`config.mk`:
```
export PLATFORM = sky130hd
export DESIGN_NAME = johnson_phase_decoder_flat
export DESIGN_NICKNAME = d
export VERILOG_FILES = /design/src/rtl/johnson_phase_decoder_if.sv /design/src/rtl/johnson_phase_decoder.sv /design/src/flat_wrapper.sv
export SDC_FILE = /design/constraint.sdc
export NUM_CORES = 1
export LEC_CHECK = 0
export BUFFER_PORTS_ARGS = -buffer_cell sky130_fd_sc_hd__clkbuf_2
export CAP_MARGIN = 40
export CELL_PAD_IN_SITES_DETAIL_PLACEMENT = 1
export CELL_PAD_IN_SITES_GLOBAL_PLACEMENT = 1
export CORE_MARGIN = 4
export CORE_UTILIZATION = 40
export CTS_BUF_LIST = sky130_fd_sc_hd__clkbuf_8
export DETAILED_ROUTE_END_ITERATION = 10
export GPL_TIMING_DRIVEN = 1
export PLACE_DENSITY = 0.74
export SLEW_MARGIN = 15
export SYNTH_ARGS = -nofsm -noshare
export SYNTH_HDL_FRONTEND = slang
export SYNTH_SLANG_ARGS = --single-unit
```
`constraint.sdc`:
```
create_clock -name CLK -period 6.55 [get_ports CLK]
set_input_delay 1.31 -clock CLK [delete_from_list [all_inputs] [get_ports CLK]]
set_output_delay 1.31 -clock CLK [all_outputs]
set_load 0.02 [all_outputs]
```
`src/rtl/johnson_phase_decoder_if.sv`:
```
// Johnson decoder bus: sampled ring code and clear in, decoded phase/status out.
interface johnson_phase_decoder_if #(
    parameter int N         = 4,
    parameter int PW        = 3,
    parameter int REV_WIDTH = 8
);
    logic [N-1:0]         J;
    logic                 CLR;
    logic [PW-1:0]        PHASE;
    logic [2*N-1:0]       ONEHOT;
    logic                 VALID;
    logic                 STEP;
    logic [REV_WIDTH-1:0] REVS;
    logic                 ERR;

    modport master (
        output J, CLR,
        input  PHASE, ONEHOT, VALID, STEP, REVS, ERR
    );

    modport slave (
        input  J, CLR,
        output PHASE, ONEHOT, VALID, STEP, REVS, ERR
    );
endinterface

```
`src/rtl/johnson_phase_decoder.sv`:
```
// Checks and decodes a Johnson ring code into phase, one-hot, revolution count and sticky error.
// Latency: one cycle, all outputs registered.
// Backpressure: none; J is sampled every cycle.
module johnson_phase_decoder #(
    parameter int N         = 4,
    parameter int PW        = 3,
    parameter int REV_WIDTH = 8
) (
    input  logic                     CLK,
    input  logic                     RESET,
    johnson_phase_decoder_if.slave   bus
);

    logic [N-1:0]         prev_q;
    logic [PW-1:0]        phase_q, phase_n;
    logic [2*N-1:0]       onehot_q, onehot_n;
    logic                 valid_q, valid_n;
    logic                 step_q, step_n;
    logic [REV_WIDTH-1:0] revs_q, revs_n;
    logic                 err_q, err_n;

    // Legal codes are a run of ones anchored at bit 0, or its complement.
    function automatic logic is_legal(input logic [N-1:0] c);
        logic [N-1:0] low;
        logic         ok;
        ok = 1'b0;
        for (int k = 0; k <= N; k++) begin
            low = {N{1'b1}} >> (N - k);
            if (c == low || c == ~low) ok = 1'b1;
        end
        return ok;
    endfunction

    function automatic logic [PW-1:0] decode(input logic [N-1:0] c);
        int ones;
        ones = 0;
        for (int i = 0; i < N; i++) ones += int'(c[i]);
        if (c[N-1]) ones = 2 * N - ones;
        return PW'(ones);
    endfunction

    function automatic logic [N-1:0] succ(input logic [N-1:0] c);
        return {c[N-2:0], ~c[N-1]};
    endfunction

    always_comb begin
        logic          legal_j;
        logic          legal_p;
        logic          err_set;
        logic          rev_inc;
        logic [PW-1:0] dec_j;

        legal_j = is_legal(bus.J);
        legal_p = is_legal(prev_q);
        dec_j   = decode(bus.J);
        err_set = 1'b0;
        rev_inc = 1'b0;
        phase_n = phase_q;
        valid_n = legal_j;
        step_n  = 1'b0;

        if (bus.J == prev_q) begin
            if (legal_j) phase_n = dec_j;
        end else if (!legal_j) begin
            err_set = 1'b1;
        end else if (legal_p && bus.J == succ(prev_q)) begin
            step_n  = 1'b1;
            phase_n = dec_j;
            rev_inc = (dec_j == '0);
        end else begin
            // Skip/backward step resyncs; leaving an illegal code is a recovery, not a new error.
            phase_n = dec_j;
            err_set = legal_p;
        end

        onehot_n = '0;
        if (legal_j) onehot_n[phase_n] = 1'b1;

        err_n  = err_set | (err_q & ~bus.CLR);
        revs_n = (bus.CLR ? '0 : revs_q) + REV_WIDTH'(rev_inc);
    end

    always_ff @(posedge CLK or posedge RESET) begin
        if (RESET) begin
            prev_q   <= '0;
            phase_q  <= '0;
            onehot_q <= '0;
            valid_q  <= 1'b0;
            step_q   <= 1'b0;
            revs_q   <= '0;
            err_q    <= 1'b0;
        end else begin
            prev_q   <= bus.J;
            phase_q  <= phase_n;
            onehot_q <= onehot_n;
            valid_q  <= valid_n;
            step_q   <= step_n;
            revs_q   <= revs_n;
            err_q    <= err_n;
        end
    end

    assign bus.PHASE  = phase_q;
    assign bus.ONEHOT = onehot_q;
    assign bus.VALID  = valid_q;
    assign bus.STEP   = step_q;
    assign bus.REVS   = revs_q;
    assign bus.ERR    = err_q;

endmodule

```
`src/flat_wrapper.sv`:
```
// flat-port wrapper written by rule: the top's interface ports become plain ports
module johnson_phase_decoder_flat 
#(
    parameter int N         = 4,
    parameter int PW        = 3,
    parameter int REV_WIDTH = 8
)
  (CLK, RESET, bus_J, bus_CLR, bus_PHASE, bus_ONEHOT, bus_VALID, bus_STEP, bus_REVS, bus_ERR);
  johnson_phase_decoder_if #(.N(N), .PW(PW), .REV_WIDTH(REV_WIDTH)) bus_i ();
  input  logic CLK;
  input  logic RESET;
  input wire logic [$bits(bus_i.J)-1:0] bus_J;
  input wire logic [$bits(bus_i.CLR)-1:0] bus_CLR;
  output wire logic [$bits(bus_i.PHASE)-1:0] bus_PHASE;
  output wire logic [$bits(bus_i.ONEHOT)-1:0] bus_ONEHOT;
  output wire logic [$bits(bus_i.VALID)-1:0] bus_VALID;
  output wire logic [$bits(bus_i.STEP)-1:0] bus_STEP;
  output wire logic [$bits(bus_i.REVS)-1:0] bus_REVS;
  output wire logic [$bits(bus_i.ERR)-1:0] bus_ERR;
  assign bus_i.J = bus_J;
  assign bus_i.CLR = bus_CLR;
  assign bus_PHASE = bus_i.PHASE;
  assign bus_ONEHOT = bus_i.ONEHOT;
  assign bus_VALID = bus_i.VALID;
  assign bus_STEP = bus_i.STEP;
  assign bus_REVS = bus_i.REVS;
  assign bus_ERR = bus_i.ERR;
  johnson_phase_decoder #(.N(N), .PW(PW), .REV_WIDTH(REV_WIDTH)) u_core (.CLK(CLK), .RESET(RESET), .bus(bus_i));
endmodule
```
After elaboration in Yosys (flattened, before gate mapping)
Cells that the tools add are included.

word-level totals
  bits in read-only memories = 0
  bits in registers = 26
  latch bits = 0
  bits of input ports = 7
  logic and storage cells = 70
  memories = 0
  output and inout port bits = 22
  RAM bits = 0

cells by class
  add/sub/neg operators = 5
  order comparisons = 2
  divide/modulo/power cells = 0
  muxes and demuxes = 23
  reduce and logical (&&, ||, !) cells = 13
  shift operators = 0
  equal/unequal tests = 16
  multipliers = 0
  bitwise operators = 4

operators by type and width
  cell                                                                   count
  4-bit == test, second input constant                                   8
  1-bit two-way mux                                                      18
  8-bit two-way mux                                                      2
  8-bit by 1-bit adder with 8-bit output                                 1
  4-bit by 1-bit == test with 1-bit output, second input constant        2
  4-bit by 2-bit == test with 1-bit output, second input constant        2
  4-bit by 3-bit == test with 1-bit output, second input constant        2
  4-bit == test                                                          2
  4-bit zero test                                                        2
  1-bit logical OR                                                       8
  3-bit by 2-bit adder with 3-bit output                                 2
  3-bit two-way mux                                                      2
  3-bit by 4-bit < comparator with 1-bit output, second input constant   1
  1-bit demux with 3-bit select                                          1
  3-bit by 1-bit >= comparator with 1-bit output, second input constant  1
  3-bit zero test                                                        1
  1-bit by 3-bit subtractor with 3-bit output, first input constant      1
  1-bit by 1-bit adder with 2-bit output                                 1
  1-bit logical AND                                                      2
  1-bit inverter                                                         2
  1-bit bitwise AND                                                      1
  1-bit bitwise OR                                                       1

Depth between registers and ports, before layout
Gate-level depths: netlist of the first run.

  depth after elaboration = 12
  gate-level depth with buffers = 17
  depth with buffers taken out = 17

Least setup slack after synthesis of the first run
Ideal clock, no wire load.

  path kind = input to register
  start point = in bus_J[0]
  end point = reg u_core.revs_q[6], in the netlist u_core.bus.REVS[6]
  buffers on the path = 0
  cell stages on the path = 17
  setup slack = 2245 ps
  arrival time = 4228 ps
  required time = 6473 ps
  library setup time = 77 ps
  cell sequence = inv_1 > ha_1 > inv_1 > fa_1 > inv_1 > ha_1 > inv_1 > ha_1 > nand2_1 > a21boi_1 > nand3_1 > nor4_1 > ha_1 > ha_1 > nand3_1 > or3_1 > a21oi_1

on the way
  word-level cells in the longest chain between the ends = 10
  elaborated cells between the ends (all ways) = 29
  classes of those cells = add/sub (5); eq/ne (9); mux (8); reduce/logical (7)

RTL lines
  element                                               RTL line                     RTL
  from (decl)                                           flat_wrapper.sv:12           input wire logic [$bits(bus_i.J)-1:0] bus_J;
  1-bit by 1-bit adder with 2-bit output                johnson_phase_decoder.sv:37  for (int i = 0; i < N; i++) ones += int'(c[i]);
  3-bit by 2-bit adder with 3-bit output (2 in series)  johnson_phase_decoder.sv:37
  1-bit by 3-bit subtractor with 3-bit output           johnson_phase_decoder.sv:38  if (c[N-1]) ones = 2 * N - ones;
  3-bit two-way mux                                     johnson_phase_decoder.sv:38
  3-bit zero test                                       johnson_phase_decoder.sv:69  rev_inc = (dec_j == '0);
  1-bit two-way mux                                     johnson_phase_decoder.sv:66  end else if (legal_p && bus.J == succ(prev_q)) begin
  1-bit two-way mux                                     johnson_phase_decoder.sv:64  end else if (!legal_j) begin
  1-bit two-way mux (*)                                 johnson_phase_decoder.sv:62  if (bus.J == prev_q) begin
  8-bit by 1-bit adder with 8-bit output (*)            johnson_phase_decoder.sv:80  revs_n = (bus.CLR ? '0 : revs_q) + REV_WIDTH'(rev_inc);
  net u_core.revs_n[6]                                  johnson_phase_decoder.sv:19  logic [REV_WIDTH-1:0] revs_q, revs_n;
  to (signal assigned)                                  johnson_phase_decoder.sv:98  revs_q <= revs_n;
  to (decl)                                             johnson_phase_decoder.sv:19

The timed path passes the listed nets; every way through them passes the cells marked *.

Final worst setup path of the first run
Same ends and word-level chain as after synthesis.

==> PnR_summary.wiki, run 1 <==
{| class="wikitable"
! Metric !! Value
|-
| Largest net degree at the start of global routing || 18
|-
| Clock tree from TritonCTS || yes
|-
| Net switching power || 0.0001041 W
|-
| Detail Route Antenna Nets || 0
|-
| Part of the power in registers || 51.6%
|-
| Most common cell after layout, fill and taps aside || sky130_fd_sc_hd__clkbuf_2
|-
| Worst slack at placement || 1.573 ns
|-
| Endpoint with the worst hold slack || u_core.bus.PHASE[2]
|-
| Overall routing resource usage || 13.81%
|-
| Clock slew at reported path FFs || 0.08 ns
|-
| RSZ-0062 raised after global routing || false
|-
| Initial DRC count || 20
|-
| Grt met1 use || 15.91%
|-
| Initial antenna violation count || 0
|-
| Wire length of the first global-routing pass || 4560 microns
|-
| Post-DR vias/cell || 4.916
|-
| Number of stages on the worst hold path || 1
|-
| Starting density of the core || 41.83%
|-
| Share of post-route cells with drive strength above 1 || 25.34%
|-
| Worst min-delay path class || reg2reg
|-
| Quantity of I/O buffers inserted on ports || 28
|-
| Portion of the post-synthesis area used by sequential elements || 50.53%
|-
| Clk sink count || 26
|-
| Endpoint required time on the critical path || 6.74 ns
|-
| Synthesized area per cell || 11.10 sq um
|-
| Sum Neg Setup Slack || 0 ns
|-
| Internal reg-to-reg setup slack || 4.09 ns
|-
| Critical path buffer and inverter count || 5
|-
| Parity-gate share of the synthesized area counting xor and xnor cells || 10.20%
|-
| Highest cell delay on the worst timing path || 0.41 ns
|-
| Most Crowded Layer GR || met2
|-
| Number of warning messages in the yosys log || 0
|-
| Maximum resistive drop on vdd || 0.1038 mV
|-
| Fin. Hold Viols || 0
|-
| Placement Rows || 20
|-
| # setup viols final || 0
|-
| Arithmetic-cell share of the synthesized area counting full adders, half adders and majority gates || 10.30%
|-
| Number of buffers on the longest clock path || 2
|-
| Global route total overflow || 0
|-
| Simple-gate area share of the yosys netlist || 16.33%
|-
| Met2 Use GR || 25.54%
|-
| Hold-fix buffer count after cts || 0
|-
| Post-synth cell types || 28
|-
| Cell-by-cell trace of the critical path || clkbuf_2, inv_1, ha_1, inv_1, fa_1, inv_1, ha_1, inv_1, ha_1, nand2_1, a21boi_1, nand3_1, nor4_1, ha_1, ha_1, nand3_1, or3_1, a21oi_1
|-
| Capturing element type of the critical path || flop
|-
| Via count of the first global-routing pass || 1042
|-
| Slew headroom || 56.50%
|-
| CP Launch Type || input port
|-
| Setup Buffers After CTS || 0
|-
| Crit path top cell by count || sky130_fd_sc_hd__ha_1
|-
| Flops & latches, synth || 26
|-
| Number of cells produced by synthesis || 116
|-
| Slowest CP cell || sky130_fd_sc_hd__a21boi_1
|-
| Final nets || 165
|-
| Proportion of power drawn by the clock network || 24.7%
|-
| Endpoint of the worst register-to-register path || u_core.bus.REVS[6]
|-
| Leakage Power || 0.7819 nW
|-
| Boundary pin count || 29
|-
| Launch point of the worst hold path || u_core.bus.PHASE[2]
|-
| Final estimated routing congestion in global placement || 0.7665
|-
| Die width || 64.74 microns
|-
| Time the worst path needs with I/O delays and setup || 4.673 ns
|-
| Max Clock Skew || 0.002843 ns
|-
| Antenna cells || 0
|-
| Source-to-sink clock delay at the later pin of the worst-skew pair || 0.26 ns
|-
| Syn Nets || 133
|-
| Run status || completed
|-
| Total half-perimeter wirelength after legalization and detailed placement || 2123 microns
|-
| Area enclosed by the die boundary || 0.004191 sq mm
|-
| Data arrival at the endpoint of the critical path || 4.86 ns
|-
| Worst r2r path cells || 9
|-
| Complex-gate fraction of the synthesized area || 5.053%
|-
| Inserted Clock Buffers || 3
|-
| Worst path setup slack after routing || 1.877 ns
|-
| Critical path peak fanout || 6
|-
| Synthesized cell area || 0.001287 sq mm
|-
| Dominant combinational cell family by area after synthesis || simple AND/OR/NAND/NOR gates
|-
| H-tree levels || 1
|-
| Total power consumption of the routed design || 0.0003487 W
|-
| Leading cell types in the layout, fill and taps excluded || sky130_fd_sc_hd__clkbuf_2, sky130_fd_sc_hd__dfrtp_1, sky130_fd_sc_hd__inv_1, sky130_fd_sc_hd__xnor2_1, sky130_fd_sc_hd__ha_1
|-
| Transition time at the pin with the least slew margin || 0.6525 ns
|-
| Resized Gates After CTS || 0
|-
| Placeable Area || 0.003078 sq mm
|-
| Met3 GRT Util || 1.213%
|-
| Max-cap violation count || 0
|-
| Reg-to-Reg Start || u_core.prev_q[2]
|-
| Power share of the combinational group || 23.7%
|-
| CP delay by family, top || adder cells
|-
| Final-report max-slew violation count || 0
|-
| Area grow syn2layout || 18.76%
|-
| Detailed-route via count || 934
|-
| Fillers || 362
|-
| Maximum clock rate || 214.0 MHz
|-
| Chip height || 64.74 microns
|-
| Share of cell area taken by muxes after synthesis || 2.624%
|-
| Period Utilization, post-route || 71.34%
|-
| Switching part of the total || 29.85%
|-
| Worst setup path category || in2reg
|-
| Average routed wire per standard cell || 13.74 microns
|-
| First-pass detailed-route iteration total || 4
|-
| Power density of the placed cells || 228.1 mW/mm^2
|-
| Final routed DRC violation total || 0
|-
| Root buffer cell || sky130_fd_sc_hd__clkbuf_8
|-
| Internal power || 0.0002446 W
|-
| Wire length after detailed routing || 2610 microns
|-
| Final cell utilization of the core || 49.67%
|}
stage by stage:
stage	hold WS (ns)	std cells	instance area (sq um)
3_5_place_dp	0.5118	187	1488
6_report	0.5219	190	1529
3_3_place_gp	0.4912	186	1460
5_1_grt	0.5554	190	1529
2_1_floorplan	0.6128	116	1287
4_1_cts	0.5315	190	1529
flip-flops by register name, indices dropped and copies added (netlist names):
signal	cells
u_core.prev_q	4
u_core.bus.REVS	8
u_core.bus.VALID	1
u_core.bus.ERR	1
u_core.bus.STEP	1
u_core.bus.ONEHOT	8
u_core.bus.PHASE	3
layer usage:
layer,vias up,wire (microns)
met5,-,0
met4,0,35
met3,2,96
met2,20,1330
met1,456,1148
li1,456,-
kinds of logic after synthesis:
group	after synthesis
AND/OR/NAND/NOR	39
flip-flops	26
XOR/XNOR	15
buffers and inverters	13
AO/OA/AOI/OAI	10
adder cells (fa/ha/maj)	10
multiplexers	3
final cells by class:
| type | count | area (sq um) | share of cell area (%) |
|---|---|---|---|
| Timing Repair Buffer | 29 | 167.7 | 10.97 |
| Sequential cell | 26 | 650.6 | 42.55 |
| Inverter | 11 | 41.29 | 2.700 |
| Tap cell | 44 | 55.05 | 3.601 |
| Clock buffer | 3 | 41.29 | 2.700 |
| Multi-Input combinational cell | 77 | 573.1 | 37.48 |
worst max path at each step:
stage | startpoint | endpoint | slack [ns] | cells after the start
2_1_floorplan | bus_J[0] | u_core.bus.REVS[6] | 2.24 | 17
3_3_place_gp | bus_J[1] | u_core.bus.REVS[6] | 1.78 | 18
3_5_place_dp | bus_J[1] | u_core.bus.REVS[6] | 1.57 | 18
4_1_cts | bus_J[1] | u_core.bus.REVS[6] | 1.84 | 18
5_1_grt | bus_J[1] | u_core.bus.REVS[6] | 1.60 | 18
6_report | bus_J[0] | u_core.bus.REVS[6] | 1.88 | 18
power groups by stage:
stage | clock [W] | combinational (W) | sequential [W]
6_report | 0.0000861 | 0.0000827 | 0.000180
5_1_grt | 0.0000977 | 0.0000922 | 0.000182
4_1_cts | 0.0000906 | 0.0000848 | 0.000180
3_5_place_dp | 0 | 0.0000846 | 0.000184
3_3_place_gp | 0 | 0.0000799 | 0.000182
2_1_floorplan | 0 | 0.0000433 | 0.000197
cells in the mapped netlist:
cell type                  count  share of area [%]
sky130_fd_sc_hd__o21ai_1       1               0.39
sky130_fd_sc_hd__nand4_1       2               0.97
sky130_fd_sc_hd__or3_1         1               0.49
sky130_fd_sc_hd__dfrtp_1      26                 51
sky130_fd_sc_hd__a21oi_1       1               0.39
sky130_fd_sc_hd__and3_1        2               0.97
sky130_fd_sc_hd__nor2_1        5                1.5
sky130_fd_sc_hd__nor2_2        1               0.49
sky130_fd_sc_hd__nand3_1       5                1.9
sky130_fd_sc_hd__nand2b_1      1               0.49
sky130_fd_sc_hd__ha_1          9                8.7
sky130_fd_sc_hd__xnor2_1      10                6.8
sky130_fd_sc_hd__xor2_1        5                3.4
sky130_fd_sc_hd__o21ai_2       1               0.68
sky130_fd_sc_hd__nor3_1        3                1.2
sky130_fd_sc_hd__a221o_1       1               0.78
sky130_fd_sc_hd__mux2_2        3                2.6
sky130_fd_sc_hd__nor2b_1       4                1.9
sky130_fd_sc_hd__and2b_1       1               0.58
sky130_fd_sc_hd__o21ai_0       4                1.6
sky130_fd_sc_hd__a211o_1       1               0.68
sky130_fd_sc_hd__fa_1          1                1.6
sky130_fd_sc_hd__and4_1        1               0.68
sky130_fd_sc_hd__buf_6         2                1.7
sky130_fd_sc_hd__nor4_1        7                3.4
sky130_fd_sc_hd__a21boi_1      1               0.58
sky130_fd_sc_hd__nand2_1       6                1.7
sky130_fd_sc_hd__inv_1        11                3.2
worst register-to-register path: cells and delay by family (launching register included):
family                     cells  cell delay, ns
adders and majority gates      2            0.41
DFF                            1            0.47
AOI/OAI and AO/OA              2            0.29
and+or+nand+nor                5            1.21
Note: power is estimated with default switching activity, not from simulation.
==> run 2: changes to the inputs <==
==> constraint.sdc (replaced) <==
create_clock -name CLK -period 4.3 [get_ports CLK]
set_input_delay 0.86 -clock CLK [delete_from_list [all_inputs] [get_ports CLK]]
set_output_delay 0.86 -clock CLK [all_outputs]
set_load 0.02 [all_outputs]
==> PnR_summary.wiki, run 2 (synthesized netlist as in run 1, its figures left out) <==
{| class="wikitable"
! Metric !! Value
|-
| Area enclosed by the die boundary || 0.004191 sq mm
|-
| Transition time at the pin with the least slew margin || 0.6084 ns
|-
| Net switching power || 0.0001648 W
|-
| Part of the power in registers || 48.6%
|-
| Source-to-sink clock delay at the later pin of the worst-skew pair || 0.26 ns
|-
| Cell Count Post-Placement || 190
|-
| CP Launch Type || input port
|-
| Clock tree from TritonCTS || yes
|-
| Slowest CP cell || sky130_fd_sc_hd__fa_1
|-
| Initial DRC count || 27
|-
| Slew headroom || 59.43%
|-
| Run status || completed
|-
| Largest net degree at the start of global routing || 18
|-
| Final cell utilization of the core || 50.85%
|-
| Data arrival at the endpoint of the critical path || 4.15 ns
|-
| Internal power || 0.0003980 W
|-
| Critical path buffer and inverter count || 5
|-
| Area grow syn2layout || 21.57%
|-
| Switching part of the total || 29.28%
|-
| Stages on worst setup path || 18
|-
| Worst min-delay path class || reg2reg
|-
| Number of buffers on the longest clock path || 2
|-
| Post-DR vias/cell || 4.820
|-
| Average routed wire per standard cell || 13.22 microns
|-
| Detailed-route via count || 935
|-
| Post-route insts no fill || 194
|-
| Final-report max-slew violation count || 0
|-
| Chip height || 64.74 microns
|-
| Die width || 64.74 microns
|-
| CP delay by family, top || adder cells
|-
| Hold-fix buffer count after cts || 0
|-
| Wire length after detailed routing || 2565 microns
|-
| # setup viols final || 0
|-
| Maximum resistive drop on vdd || 0.1357 mV
|-
| Via count of the first global-routing pass || 1030
|-
| Share of post-route cells with drive strength above 1 || 27.33%
|-
| Starting density of the core || 41.83%
|-
| Final nets || 168
|-
| Clock slew at reported path FFs || 0.09 ns
|-
| Capturing element type of the critical path || flop
|-
| Antenna cells || 0
|-
| RSZ-0062 raised after global routing || false
|-
| Endpoint required time on the critical path || 4.50 ns
|-
| Critical path peak fanout || 6
|-
| Boundary pin count || 29
|-
| Initial antenna violation count || 0
|-
| Crit path top cell by count || sky130_fd_sc_hd__ha_1
|-
| Final routed DRC violation total || 0
|-
| Cell-by-cell trace of the critical path || clkbuf_2, inv_1, ha_1, inv_1, fa_1, inv_1, ha_1, inv_1, ha_1, nand2_1, a21boi_1, nand3_1, nor4_1, ha_1, ha_1, nand3_1, or3_1, a21oi_1
|-
| Resized Gates After CTS || 0
|-
| Maximum clock rate || 252.7 MHz
|-
| H-tree levels || 1
|-
| Detail Route Antenna Nets || 0
|-
| Highest cell delay on the worst timing path || 0.35 ns
|-
| Leading cell types in the layout, fill and taps excluded || sky130_fd_sc_hd__clkbuf_2, sky130_fd_sc_hd__dfrtp_1, sky130_fd_sc_hd__inv_1, sky130_fd_sc_hd__xnor2_1, sky130_fd_sc_hd__ha_1
|-
| Setup Buffers After CTS || 0
|-
| Power density of the placed cells || 359.6 mW/mm^2
|-
| Final hold slack || 0.5129 ns
|-
| Sum Neg Setup Slack || 0 ns
|-
| Max Clock Skew || 0.001624 ns
|-
| Clk sink count || 26
|-
| Fin. Hold Viols || 0
|-
| First-pass detailed-route iteration total || 3
|-
| Most common cell after layout, fill and taps aside || sky130_fd_sc_hd__clkbuf_2
|-
| Proportion of power drawn by the clock network || 27.6%
|-
| Root buffer cell || sky130_fd_sc_hd__clkbuf_8
|-
| Quantity of I/O buffers inserted on ports || 28
|-
| Placement Rows || 20
|-
| Number of stages on the worst hold path || 1
|-
| Total half-perimeter wirelength after legalization and detailed placement || 2117 microns
|-
| Leakage Power || 0.8033 nW
|-
| Wire length of the first global-routing pass || 4636 microns
|-
| Max-cap violation count || 0
|-
| Period Utilization, post-route || 92.05%
|-
| Global route total overflow || 0
|-
| Overall routing resource usage || 14.28%
|-
| Placeable Area || 0.003078 sq mm
|-
| Worst setup path category || in2reg
|-
| Inserted Clock Buffers || 3
|-
| Final estimated routing congestion in global placement || 0.7036
|-
| Worst r2r path cells || 9
|-
| Time the worst path needs with I/O delays and setup || 3.958 ns
|-
| Total power consumption of the routed design || 0.0005628 W
|-
| Power share of the combinational group || 23.7%
|}
[run 2: worst paths after layout]
kind                                startpoint                    to  slack, ns
min in group asynchronous                RESET  u_core.bus.ONEHOT[7]       0.57
max in group asynchronous                RESET        u_core.bus.ERR       3.30
setup / recovery                      bus_J[0]    u_core.bus.REVS[6]       0.34
hold reg to reg            u_core.bus.PHASE[2]   u_core.bus.PHASE[2]       0.51
setup reg to reg              u_core.prev_q[2]    u_core.bus.REVS[6]       1.93
hold / removal             u_core.bus.PHASE[2]   u_core.bus.PHASE[2]       0.51
[run 2: final cells by class]
class	count	area, sq um
Inverter	11	41.29
Timing Repair Buffer	32	190.2
Multi-Input combinational cell	77	573.1
Clock buffer	4	55.05
Sequential cell	26	650.6
Fill cell	367	1513
Tap cell	44	55.05
[run 2: through the flow]
stage	worst slack [ns]	instance area, sq um
6_report	0.3420	1565
5_1_grt	0.06814	1565
4_1_cts	0.2787	1565
3_5_place_dp	-0.004544	1510
3_3_place_gp	0.1517	1483
2_1_floorplan	0.4446	1287
[run 2: metal layers]
layer,global-route usage [%],routed length (microns),vias to the layer above
met5,0,0,-
li1,-,-,455
met1,17.20,1095,460
met4,7.652,36,0
met3,1.560,88,2
met2,24.78,1345,18
[run 2: power groups by stage]
stage,Clock [W],Combinational (W),Sequential [W]
after floorplan,0,0.0000660,0.000300
after global placement,0,0.000129,0.000278
after detailed placement,0,0.000136,0.000279
after CTS,0.000161,0.000137,0.000274
after global routing,0.000177,0.000148,0.000276
final,0.000156,0.000134,0.000274
==> run 3: changes to the inputs <==
--- a/config.mk
+++ b/config.mk
@@ -9,12 +9,15 @@
 export CAP_MARGIN = 40
 export CELL_PAD_IN_SITES_DETAIL_PLACEMENT = 1
 export CELL_PAD_IN_SITES_GLOBAL_PLACEMENT = 1
+export CORE_ASPECT_RATIO = 1.4
 export CORE_MARGIN = 4
 export CORE_UTILIZATION = 40
 export CTS_BUF_LIST = sky130_fd_sc_hd__clkbuf_8
 export DETAILED_ROUTE_END_ITERATION = 10
 export GPL_TIMING_DRIVEN = 1
+export MAX_ROUTING_LAYER = met4
 export PLACE_DENSITY = 0.74
+export REMOVE_ABC_BUFFERS = 1
 export SLEW_MARGIN = 15
 export SYNTH_ARGS = -nofsm -noshare
 export SYNTH_HDL_FRONTEND = slang
==> PnR_summary.wiki, run 3 (synthesized netlist as in run 1, its figures left out) <==
{| class="wikitable"
! Metric !! Value
|-
| Final routed DRC violation total || 0
|-
| RSZ-0062 raised after global routing || false
|-
| Die width || 55.95 microns
|-
| Area occupied by registers || 650.6 sq um
|-
| Critical path buffer and inverter count || 5
|-
| Slowest CP cell || sky130_fd_sc_hd__fa_1
|-
| Fillers || 362
|-
| Placeable Area || 0.003093 sq mm
|-
| Critical path peak fanout || 6
|-
| Fin. Hold Viols || 0
|-
| Highest cell delay on the worst timing path || 0.35 ns
|-
| Run status || completed
|-
| Boundary pin count || 29
|-
| Number of buffers on the longest clock path || 2
|-
| Net switching power || 0.0001680 W
|-
| Worst min-delay path class || reg2reg
|-
| Part of the power in registers || 48.4%
|-
| Clock tree from TritonCTS || yes
|-
| Total half-perimeter wirelength after legalization and detailed placement || 2309 microns
|-
| Clk sink count || 26
|-
| Total power consumption of the routed design || 0.0005666 W
|-
| Placement Rows || 24
|-
| Slew headroom || 56.87%
|-
| Switching part of the total || 29.64%
|-
| Clock slew at reported path FFs || 0.09 ns
|-
| Final estimated routing congestion in global placement || 0.8200
|-
| Max Clock Skew || 0.004698 ns
|-
| Root buffer cell || sky130_fd_sc_hd__clkbuf_8
|-
| # setup viols final || 0
|-
| Leading cell types in the layout, fill and taps excluded || sky130_fd_sc_hd__clkbuf_2, sky130_fd_sc_hd__dfrtp_1, sky130_fd_sc_hd__inv_1, sky130_fd_sc_hd__xnor2_1, sky130_fd_sc_hd__ha_1
|-
| Hold-fix buffer count after cts || 0
|-
| Most common cell after layout, fill and taps aside || sky130_fd_sc_hd__clkbuf_2
|-
| Power share of the combinational group || 24.2%
|-
| CP Launch Type || input port
|-
| Post-DR vias/cell || 5.000
|-
| Proportion of power drawn by the clock network || 27.4%
|-
| Worst slack at placement || 0.02010 ns
|-
| Worst path setup slack after routing || 0.3503 ns
|-
| Cell-by-cell trace of the critical path || clkbuf_2, inv_1, ha_1, inv_1, fa_1, inv_1, ha_1, inv_1, ha_1, nand2_1, a21boi_1, nand3_1, nor4_1, ha_1, ha_1, nand3_1, or3_1, a21oi_1
|-
| Resized Gates After CTS || 0
|-
| Time the worst path needs with I/O delays and setup || 3.950 ns
|-
| Wire length after detailed routing || 2837 microns
|-
| Leakage Power || 0.8082 nW
|-
| Area grow syn2layout || 21.67%
|-
| Detailed-route via count || 950
|-
| Share of post-route cells with drive strength above 1 || 27.81%
|-
| Detail Route Antenna Nets || 0
|-
| Final nets || 169
|-
| Chip height || 75.13 microns
|-
| Period Utilization, post-route || 91.85%
|-
| Crit path top cell by count || sky130_fd_sc_hd__ha_1
|-
| Initial antenna violation count || 0
|-
| Max-cap violation count || 0
|-
| Global route total overflow || 0
|-
| Transition time at the pin with the least slew margin || 0.6469 ns
|-
| Power density of the placed cells || 361.7 mW/mm^2
|-
| Inserted Clock Buffers || 3
|-
| Maximum clock rate || 253.2 MHz
|-
| Average routed wire per standard cell || 14.93 microns
|-
| Internal power || 0.0003987 W
|-
| Area enclosed by the die boundary || 0.004203 sq mm
|-
| Initial DRC count || 10
|-
| Data arrival at the endpoint of the critical path || 4.14 ns
|-
| Sum Neg Setup Slack || 0 ns
|-
| First-pass detailed-route iteration total || 4
|-
| Worst setup path category || in2reg
|-
| Quantity of I/O buffers inserted on ports || 28
|-
| Setup Buffers After CTS || 0
|-
| Area of the multi-input gates || 573.1 sq um
|-
| Final-report max-slew violation count || 0
|-
| Capturing element type of the critical path || flop
|-
| Overall routing resource usage || 15.52%
|-
| Via count of the first global-routing pass || 1016
|-
| H-tree levels || 1
|-
| Maximum resistive drop on vdd || 0.2104 mV
|-
| Largest net degree at the start of global routing || 18
|-
| Endpoint required time on the critical path || 4.49 ns
|-
| Starting density of the core || 41.63%
|-
| CP delay by family, top || adder cells
|-
| Antenna cells || 0
|-
| Source-to-sink clock delay at the later pin of the worst-skew pair || 0.27 ns
|-
| Wire length of the first global-routing pass || 4843 microns
|}
run 3: cell count changes in the layout (fill, tap and decap cells not counted), sizes merged:
cell,delta
buf,+1
run 3: final timing paths:
kind                       slack, ns             endpoint  cells past startpoint                 from
setup / recovery                0.35   u_core.bus.REVS[6]                     18             bus_J[1]
hold / removal                  0.52  u_core.bus.PHASE[1]                      1  u_core.bus.PHASE[1]
setup reg to reg                1.92   u_core.bus.REVS[6]                      9     u_core.prev_q[2]
hold reg to reg                 0.52  u_core.bus.PHASE[1]                      1  u_core.bus.PHASE[1]
max in group asynchronous       3.31     u_core.prev_q[1]                      3                RESET
min in group asynchronous       0.56     u_core.bus.VALID                      2                RESET
run 3: layer usage:
metal  vias up  routed length, microns  GRT usage (%)
met4         0                      32          4.749
met3         5                     136          4.117
met5         -                       0              -
met2        21                    1579          28.95
li1        459                       -              -
met1       465                    1088          16.07
run 3: area by class of cell:
class / count / area share (%)
clock buffers: 4 / 3.514
flip-flops and latches: 26 / 41.53
repair buffers: 33 / 12.62
inverters: 11 / 2.636
well taps: 39 / 3.115
multi-input cells: 77 / 36.58
run 3: stage by stage:
stage                     utilization [%]  area [sq um]  std cells  hold slack [ns]
final                               50.65          1567        190           0.5229
after global placement              47.98          1484        185           0.4908
after global routing                50.65          1567        190           0.5451
after detailed placement            48.87          1511        186           0.5005
after CTS                           50.65          1567        190           0.5209
after floorplan                         -          1265        114           0.6128
run 3: worst register-to-register path, stage by stage, from the launching register on:
cell	delay [ns]
sky130_fd_sc_hd__dfrtp_1	0.47
sky130_fd_sc_hd__and2b_1	0.21
sky130_fd_sc_hd__o21ai_1	0.14
sky130_fd_sc_hd__nand2_1	0.09
sky130_fd_sc_hd__nor4_1	0.38
sky130_fd_sc_hd__ha_1	0.22
sky130_fd_sc_hd__ha_1	0.18
sky130_fd_sc_hd__nand3_1	0.14
sky130_fd_sc_hd__or3_1	0.33
sky130_fd_sc_hd__a21oi_1	0.16
run 3: power groups by stage:
stage,Combinational [W],Clock [W],Sequential (W)
global route,0.000151,0.000174,0.000276
finish,0.000137,0.000155,0.000274
detailed placement,0.000139,0,0.000279
floorplan,0.0000621,0,0.000300
CTS,0.000140,0.000159,0.000274
global placement,0.000129,0,0.000277
